$ cat config.mk
export PLATFORM = sky130hd
export DESIGN_NAME = id_ex_stage
export DESIGN_NICKNAME = d
export VERILOG_FILES = /design/src/rtl/mips_pkg.sv /design/src/rtl/load_use_detect.sv /design/src/rtl/id_ex_stage.sv
export SDC_FILE = /design/constraint.sdc
export NUM_CORES = 1
export LEC_CHECK = 0
export BUFFER_PORTS_ARGS = -buffer_cell sky130_fd_sc_hd__buf_2
export CAP_MARGIN = 5
export CORE_MARGIN = 8
export CORE_UTILIZATION = 45
export DETAILED_ROUTE_END_ITERATION = 10
export MAX_ROUTING_LAYER = met4
export PLACE_DENSITY = 0.87
export SLEW_MARGIN = 40
export SYNTH_ARGS = -nofsm -noshare
export SYNTH_HDL_FRONTEND = slang
export SYNTH_SLANG_ARGS = --single-unit
$ cat constraint.sdc
create_clock -name clk -period 2.5 [get_ports clk]
set_input_delay 0.5 -clock clk [delete_from_list [all_inputs] [get_ports clk]]
set_output_delay 0.5 -clock clk [all_outputs]
set_load 0.02 [all_outputs]
$ cat src/rtl/mips_pkg.sv
// mips_pkg: shared pipeline-stage types and constants.
package mips_pkg;
    typedef enum logic {RUN, WAIT} stage_state_t;
    localparam int ALUOP_W = 3;
    localparam logic [4:0] REG_ZERO = 5'd0;
    typedef struct packed {
        logic               regWrite;
        logic               memRead;
        logic               memWrite;
        logic               memToReg;
        logic               aluSrc;
        logic [ALUOP_W-1:0] aluOp;
    } ex_ctrl_t;
endpackage

$ cat src/rtl/load_use_detect.sv
// load_use_detect: flags an ID instruction that reads the destination of a load in EX.
module load_use_detect
    import mips_pkg::*;
#(
    parameter int REG_W = 5
) (
    input  logic             ex_valid_i,
    input  logic             ex_mem_read_i,
    input  logic [REG_W-1:0] ex_rd_i,
    input  logic [REG_W-1:0] id_rs_i,
    input  logic [REG_W-1:0] id_rt_i,
    input  logic             id_use_rt_i,
    input  logic             id_valid_i,
    output logic             hz_o
);
    assign hz_o = ex_valid_i & ex_mem_read_i & (ex_rd_i != REG_W'(REG_ZERO)) & id_valid_i &
                  ((ex_rd_i == id_rs_i) | (id_use_rt_i & (ex_rd_i == id_rt_i)));
endmodule

$ cat src/rtl/id_ex_stage.sv
// id_ex_stage: ID/EX pipeline register with load-use stall, bubble insertion, flush and hold.
module id_ex_stage
    import mips_pkg::*;
#(
    parameter int DATA_W   = 32,
    parameter int REG_W    = 5,
    parameter int LOAD_LAT = 1,
    parameter int CNT_W    = 16
) (
    input  logic               clk,
    input  logic               rst,
    input  logic [REG_W-1:0]   ID_Rs,
    input  logic [REG_W-1:0]   ID_Rt,
    input  logic [REG_W-1:0]   ID_Rd,
    input  logic               ID_useRt,
    input  logic               ID_regDst,
    input  logic               ID_regWrite,
    input  logic               ID_memRead,
    input  logic               ID_memWrite,
    input  logic               ID_memToReg,
    input  logic               ID_aluSrc,
    input  logic [ALUOP_W-1:0] ID_aluOp,
    input  logic [DATA_W-1:0]  ID_readData1,
    input  logic [DATA_W-1:0]  ID_readData2,
    input  logic [DATA_W-1:0]  ID_imm,
    input  logic               ID_valid,
    input  logic               flush,
    input  logic               hold,
    output logic [REG_W-1:0]   EX_Rs,
    output logic [REG_W-1:0]   EX_Rt,
    output logic [REG_W-1:0]   EX_Rd,
    output logic               EX_regWrite,
    output logic               EX_memRead,
    output logic               EX_memWrite,
    output logic               EX_memToReg,
    output logic               EX_aluSrc,
    output logic [ALUOP_W-1:0] EX_aluOp,
    output logic [DATA_W-1:0]  EX_readData1,
    output logic [DATA_W-1:0]  EX_readData2,
    output logic [DATA_W-1:0]  EX_imm,
    output logic               EX_valid,
    output logic               stall,
    output logic [CNT_W-1:0]   stall_cnt
);
    typedef struct packed {
        logic [REG_W-1:0]  rs;
        logic [REG_W-1:0]  rt;
        logic [REG_W-1:0]  rd;
        ex_ctrl_t          ctrl;
        logic [DATA_W-1:0] rd1;
        logic [DATA_W-1:0] rd2;
        logic [DATA_W-1:0] imm;
        logic              valid;
    } ex_t;

    stage_state_t     state_q, state_d;
    logic [1:0]       cnt_q, cnt_d;
    ex_t              ex_q, ex_d, ex_ld;
    logic [CNT_W-1:0] stall_cnt_q, stall_cnt_d, stall_cnt_inc;
    logic             hz;

    load_use_detect #(.REG_W(REG_W)) u_detect (
        .ex_valid_i   (ex_q.valid),
        .ex_mem_read_i(ex_q.ctrl.memRead),
        .ex_rd_i      (ex_q.rd),
        .id_rs_i      (ID_Rs),
        .id_rt_i      (ID_Rt),
        .id_use_rt_i  (ID_useRt),
        .id_valid_i   (ID_valid),
        .hz_o         (hz)
    );

    assign ex_ld = {ID_Rs, ID_Rt, ID_regDst ? ID_Rd : ID_Rt,
                    ID_regWrite, ID_memRead, ID_memWrite, ID_memToReg, ID_aluSrc, ID_aluOp,
                    ID_readData1, ID_readData2, ID_imm, ID_valid};
    assign stall_cnt_inc = &stall_cnt_q ? stall_cnt_q : stall_cnt_q + 1'b1;

    always_comb begin
        state_d     = state_q;
        cnt_d       = cnt_q;
        ex_d        = ex_q;
        stall_cnt_d = stall_cnt_q;
        if (flush) begin
            state_d = RUN;
            cnt_d   = '0;
            ex_d    = '0;
        end else if (hold) begin
            ex_d = ex_q;
        end else if (state_q == WAIT) begin
            ex_d        = '0;
            stall_cnt_d = stall_cnt_inc;
            cnt_d       = cnt_q - 2'd1;
            state_d     = (cnt_q == 2'd1) ? RUN : WAIT;
        end else if (hz) begin
            ex_d        = '0;
            stall_cnt_d = stall_cnt_inc;
            state_d     = (LOAD_LAT > 1) ? WAIT : RUN;
            cnt_d       = (LOAD_LAT > 1) ? 2'(LOAD_LAT - 1) : 2'd0;
        end else begin
            ex_d = ex_ld;
        end
    end

    assign stall = ~flush & (hold | ((state_q == RUN) & hz) | (state_q == WAIT));

    always_ff @(posedge clk) begin
        if (!rst) begin
            state_q     <= RUN;
            cnt_q       <= '0;
            ex_q        <= '0;
            stall_cnt_q <= '0;
        end else begin
            state_q     <= state_d;
            cnt_q       <= cnt_d;
            ex_q        <= ex_d;
            stall_cnt_q <= stall_cnt_d;
        end
    end

    assign EX_Rs        = ex_q.rs;
    assign EX_Rt        = ex_q.rt;
    assign EX_Rd        = ex_q.rd;
    assign EX_regWrite  = ex_q.ctrl.regWrite;
    assign EX_memRead   = ex_q.ctrl.memRead;
    assign EX_memWrite  = ex_q.ctrl.memWrite;
    assign EX_memToReg  = ex_q.ctrl.memToReg;
    assign EX_aluSrc    = ex_q.ctrl.aluSrc;
    assign EX_aluOp     = ex_q.ctrl.aluOp;
    assign EX_readData1 = ex_q.rd1;
    assign EX_readData2 = ex_q.rd2;
    assign EX_imm       = ex_q.imm;
    assign EX_valid     = ex_q.valid;
    assign stall_cnt    = stall_cnt_q;
endmodule

==> impl_metrics.env, run 1 <==
export IMPL_synth_avg_cell_area_sq_um=9.37
export IMPL_cts_setup_buffers=0
export IMPL_grt_most_used_layer="met2"
export IMPL_hold_viol_final=0
export IMPL_synth_warnings=0
export IMPL_fin_area_sq_um=7220
export IMPL_async_flop_share=0
export IMPL_tightest_slew_ns=0.845
export IMPL_drt_drc_violations_left=0
export IMPL_io_buffer_count=262
export IMPL_p_seq_frac=0.416
export IMPL_r2r_setup_slack_ns=0.27
export IMPL_grt_pass1_vias=4982
export IMPL_hp_class="input pin to flip-flop"
export IMPL_post_route_min_period_ns=2.38
export IMPL_cp_arrival_ns=1.88
export IMPL_drt_total_wl_mm=16.4
export IMPL_met2_usage=0.336
export IMPL_worstSkewPairLatency_ns=0.41
export IMPL_fin_cells=945
export IMPL_power_density_nw_per_um2=771
export IMPL_place_congestion=0.823
export IMPL_synth_edf_count=0
export IMPL_crit_fanout=5
export IMPL_dieArea_sq_um=15100
export IMPL_start_util=0.455
export IMPL_crit_type="flip-flop to output port"
export IMPL_netlist_area_sq_um=5130
export IMPL_p_clk_frac=0.492
export IMPL_setup_viol=0
export IMPL_dr_pass1_iters=5
export IMPL_num_antenna_cells=0
export IMPL_die_h_um=123
export IMPL_cts_sink_count=139
export IMPL_skew_ns=0.00646
export IMPL_post_route_period_util=0.951
export IMPL_p_int_mw=4.31
export IMPL_whs_ns=0.318
export IMPL_vias_per_cell=5.41
export IMPL_dp_hpwl_mm=11.6
export IMPL_power_leakage_nw=3.37
export IMPL_grt_start_max_net_pins=121
export IMPL_antenna_found_initial=0
export IMPL_syn_inst=547
export IMPL_fill_cells=935
export IMPL_cts_path_max_buffers=2
export IMPL_drive_gt1_frac=0.399
export IMPL_irDropWorstVdd_uv=599
export IMPL_finalSetupTns_ns=0
export IMPL_outcome="finished, final reports clean"
export IMPL_fmax_ghz=0.421
export IMPL_critPathLaunchType="flip-flop"
export IMPL_place_inst=913
export IMPL_antenna_left=0
export IMPL_cts_tree="done"
export IMPL_grt_use_total=0.214
export IMPL_grt_pass1_wl_mm=24.8
export IMPL_syn2layout_area_growth_pct=40.8
export IMPL_drt_initial_drc_count=482
export IMPL_cts_buffers=17
export IMPL_slew_headroom=0.437
export IMPL_finalNetCount=917
export IMPL_placed_area_sq_um=6550
export IMPL_crit_required_ns=2.00
export IMPL_gr_total_overflow=0
export IMPL_synth_seq_cells=139
export IMPL_yosysUniqueCellTypes=36
export IMPL_use_met1=0.252
export IMPL_ctsHtreeMaxLevel=4
export IMPL_maxCapViolations=0
export IMPL_synth_fp_nets=675
export IMPL_p_comb_frac=0.093
export IMPL_cp_end_kind="output port"
export IMPL_fp_coreArea_sq_um=11300
export IMPL_synthFlopType="dfxtp_1"
export IMPL_num_vias=5109
export IMPL_rsz0062_at_grt="no"
export IMPL_slew_violations=0
export IMPL_num_rows=39
export IMPL_cts_root_buf="clkbuf_16"
export IMPL_p_sw_mw=1.26
export IMPL_met3_usage=0.0603
export IMPL_die_w_um=123
export IMPL_synth_seq_area_share=0.543
export IMPL_cts_clk_slew_worst_paths_ns=0.06
export IMPL_swShare=0.226
export IMPL_wl_per_cell_um=17.3
export IMPL_io_pins=263
==> power groups by stage <==
stage          logic, mW  registers, mW  clock network (mW)
3_3_place_gp       0.507           2.36                   0
5_1_grt            0.558           2.32                2.89
3_5_place_dp       0.514           2.36                   0
4_1_cts            0.518           2.31                2.78
6_report           0.515           2.31                2.74
2_1_floorplan      0.217           2.43                   0
==> worst max-delay path, cell delays in order, from the launching register on <==
cell,delay [ns]
dfxtp_2,0.36
xnor2_1,0.19
nand3_1,0.11
o22ai_2,0.28
buf_4,0.18
a211oi_4,0.06
nor2_1,0.10
buf_2,0.19
==> sequential cells by signal (all words and copies together) (netlist names), 2 cells and up <==
| register | cells |
|---|---|
| EX_Rd | 5 |
| EX_Rs | 5 |
| EX_Rt | 5 |
| EX_aluOp | 3 |
| EX_imm | 32 |
| EX_readData1 | 32 |
| EX_readData2 | 32 |
| cnt_q | 2 |
| stall_cnt | 16 |
==> layout by cell type, fill, tap and decap left out, drive strengths merged, types with 7 or more instances in the layout <==
master and instances:
xnor2 10, a21oi 18, clkbuf 20, or4 11, o31ai 11, dfxtp 139
a22oi 120, buf 271, o21ai 7, nand2 7, nand3 11, nor2 127
==> stage by stage <==
| stage | util | worst slack, ns | power, mW |
|---|---|---|---|
| after CTS | 0.640 | 0.00747 | 5.61 |
| after global placement | 0.581 | 0.0866 | 2.86 |
| final | 0.640 | 0.122 | 5.56 |
| after floorplan | - | 0.410 | 2.65 |
| after detailed placement | 0.581 | 0.156 | 2.87 |
| after global routing | 0.640 | 0.0111 | 5.77 |
==> Yosys cell counts (3+ instances only) <==
| cell | instances | area (sq um) |
|---|---|---|
| and3_4 | 3 | 33.8 |
| xnor2_1 | 10 | 87.6 |
| inv_1 | 5 | 18.8 |
| a22oi_1 | 120 | 901 |
| o31ai_1 | 11 | 82.6 |
| nand2_1 | 7 | 26.3 |
| dfxtp_1 | 139 | 2780 |
| a21oi_1 | 18 | 90.1 |
| buf_2 | 11 | 55.1 |
| nand3_1 | 11 | 55.1 |
| or4_1 | 11 | 82.6 |
| clkbuf_1 | 36 | 135 |
| o21ai_0 | 7 | 35.0 |
| nor2_1 | 127 | 477 |
| mux2_2 | 5 | 56.3 |
==> layout make-up <==
type	instances	area [sq um]	area share
clock inverters	12	194	0.0269
multi-input cells	355	2160	0.299
repair buffers	271	1420	0.197
inverters	5	18.8	0.00260
flip-flops and latches	139	2790	0.386
well taps	143	179	0.0248
clock buffers	20	457	0.0633
==> cell families (layout without fill, tap and decap cells) <==
logic type | Yosys count | in the layout | share of synthesized area
AND/OR/NAND/NOR | 174 | 174 | 0.152
AO/OA/AOI/OAI | 164 | 164 | 0.229
flip-flops | 139 | 139 | 0.543
buffers and inverters | 53 | 308 | 0.0430
XOR/XNOR | 10 | 10 | 0.0171
multiplexers | 5 | 5 | 0.0110
adder cells (fa/ha/maj) | 2 | 2 | 0.00488
==> per-layer routing <==
layer  wire (um)  up-vias
met5           0        -
met4         297        0
met3        1400       24
met2        8030      265
met1        6650     2353
li1            -     2467
==> path summary, 6_finish.rpt <==
| path | depth (start not counted) | from | end |
|---|---|---|---|
| setup / recovery | 7 | EX_Rd[4] | stall |
| hold / removal | 3 | ID_imm[22] | EX_imm[22] |
| setup reg to reg | 5 | stall_cnt[0] | stall_cnt[5] |
| hold reg to reg | 2 | cnt_q[0] | cnt_q[0] |
==> repair_timing <==
action | 4_1_cts | 5_1_grt
gates resized for setup | 1 | 5
hold buffers | 0 | 0
endpoints found under the setup margin | 1 | 1
Note: power is estimated with default switching activity, not from simulation.
==> inputs of run 2 (changes only) <==
CORE_UTILIZATION = 49   (was 45)
PLACE_DENSITY = 0.93   (was 0.87)
clock period = 3.01 ns   (was 2.5 ns; I/O delays follow)
==> impl_metrics.env, run 2 (synthesized netlist as in run 1, its figures left out) <==
export IMPL_outcome="finished, final reports clean"
export IMPL_cts_tree="done"
export IMPL_slew_violations=0
export IMPL_ctsHtreeMaxLevel=4
export IMPL_cts_resized=0
export IMPL_skew_ns=0.0174
export IMPL_io_pins=263
export IMPL_io_buffer_count=262
export IMPL_vias_per_cell=5.54
export IMPL_worstSkewPairLatency_ns=0.51
export IMPL_gr_total_overflow=0
export IMPL_crit_required_ns=2.41
export IMPL_dr_pass1_iters=5
export IMPL_grt_pass1_wl_mm=25.8
export IMPL_fill_cells=799
export IMPL_drt_total_wl_mm=16.3
export IMPL_grt_pass1_vias=5100
export IMPL_wl_per_cell_um=17.4
export IMPL_r2r_setup_slack_ns=0.70
export IMPL_drt_initial_drc_count=523
export IMPL_worstSetupEndpoint="stall"
export IMPL_r2r_cells=7
export IMPL_cts_buffers=17
export IMPL_dieArea_sq_um=14000
export IMPL_cts_setup_buffers=0
export IMPL_drt_drc_violations_left=0
export IMPL_cts_sink_count=139
export IMPL_cts_path_max_buffers=2
export IMPL_fmax_ghz=0.371
export IMPL_final_common_cell="buf_2"
export IMPL_num_vias=5181
export IMPL_cp_buffers_inverters=1
export IMPL_fp_coreArea_sq_um=10200
export IMPL_hp_class="input pin to flip-flop"
export IMPL_tightest_slew_ns=0.781
export IMPL_regArea_sq_um=2780
export IMPL_reg2reg_to="EX_readData1[6]"
export IMPL_multi_input_area_sq_um=2160
export IMPL_place_congestion=0.812
export IMPL_drive_gt1_frac=0.392
export IMPL_worstReg2RegStart="EX_Rd[0]"
export IMPL_crit_slowest_cell="o22ai_1"
export IMPL_power_density_nw_per_um2=611
export IMPL_cts_root_buf="clkbuf_8"
export IMPL_num_antenna_cells=0
export IMPL_finalPower_mw=4.32
export IMPL_crit_chain="xnor2_1, nand3_1, o22ai_1, a211oi_4, nor2_1, buf_2"
export IMPL_critPathMaxStageDelay_ns=0.46
export IMPL_cp_arrival_ns=2.09
export IMPL_cts_clk_slew_worst_paths_ns=0.07
export IMPL_die_h_um=118
export IMPL_die_w_um=118
export IMPL_critPathLaunchType="flip-flop"
export IMPL_antenna_found_initial=0
export IMPL_slew_headroom=0.479
export IMPL_cts_hold_fix_buffers=0
export IMPL_antenna_left=0
export IMPL_num_rows=37
export IMPL_grt_start_max_net_pins=76
export IMPL_grt_use_total=0.230
export IMPL_final_cell_mix="261 x buf_2, 139 x dfxtp_1, 127 x nor2_1"
export IMPL_cp_depth=6
export IMPL_finalNetCount=914
export IMPL_crit_type="flip-flop to output port"
export IMPL_power_leakage_nw=3.31
export IMPL_hold_viol_final=0
export IMPL_min_from="ID_readData1[0]"
export IMPL_syn2layout_area_growth_pct=37.9
export IMPL_dp_hpwl_mm=11.7
export IMPL_crit_fanout=5
export IMPL_irDropWorstVdd_uv=392
export IMPL_post_route_period_util=0.894
export IMPL_cp_end_kind="output port"
export IMPL_rsz0062_at_grt="no"
export IMPL_crit_path_start="EX_Rd[0]"
export IMPL_maxCapViolations=0
export IMPL_crit_family="compound AO/OA/AOI/OAI gates"
export IMPL_post_route_min_period_ns=2.69
export IMPL_start_util=0.501
export IMPL_setup_viol=0
export IMPL_finalSetupTns_ns=0
==> run 2: changes by cell type in the layout (fill, tap and decap cells not counted), moves of 2 or more <==
cell	delta
inv_6	+6
bufinv_16	-4
dfxtp_2	-5
clkinv_4	+3
clkinv_2	-3
dfxtp_1	+5
buf_12	-2
==> run 2: power breakdown <==
group	switching, mW	leakage (nW)	internal, mW
logic	0.253	1.90	0.171
registers	0.0290	1.13	1.89
clock network	0.815	0.281	1.16
==> run 2: layout make-up <==
cell class | count | share of cell area
clock buffer | 19 | 0.0625
tap | 136 | 0.0241
clock inverter | 13 | 0.0184
sequential | 139 | 0.394
timing repair buffer | 268 | 0.194
multi-input combinational | 355 | 0.305
inverter | 5 | 0.00265
==> run 2: worst reg2reg max path, stage by stage (launching register included) <==
cell and delay [ns]:
dfxtp_1 0.45, xnor2_1 0.11, nand3_1 0.11, o22ai_1 0.20, a211oi_4 0.33, buf_4 0.66
a22oi_1 0.24, nor2_1 0.15
==> run 2: worst min path at each step <==
| stage | to | cells past startpoint |
|---|---|---|
| floorplan | cnt_q[1] | 2 |
| global route | EX_readData2[11] | 3 |
| CTS | EX_readData1[0] | 3 |
| finish | EX_readData1[0] | 3 |
| global placement | cnt_q[1] | 2 |
| detailed placement | cnt_q[1] | 2 |
==> run 2: through the flow <==
stage	util	hold slack [ns]	area, sq um	std cells	setup WS (ns)
floorplan	-	0.454	5130	547	0.719
global placement	0.634	0.466	6490	903	0.500
detailed placement	0.635	0.471	6500	903	0.443
CTS	0.691	0.308	7070	935	0.299
global route	0.691	0.309	7070	935	0.154
finish	0.691	0.326	7070	935	0.318
==> run 2: metal layers <==
metal | part of all wire | vias to the layer above | track usage
met5 | 0 | - | -
met4 | 0.015 | 0 | 0.0641
met3 | 0.066 | 21 | 0.0633
met2 | 0.51 | 238 | 0.391
met1 | 0.41 | 2460 | 0.260
li1 | - | 2462 | -
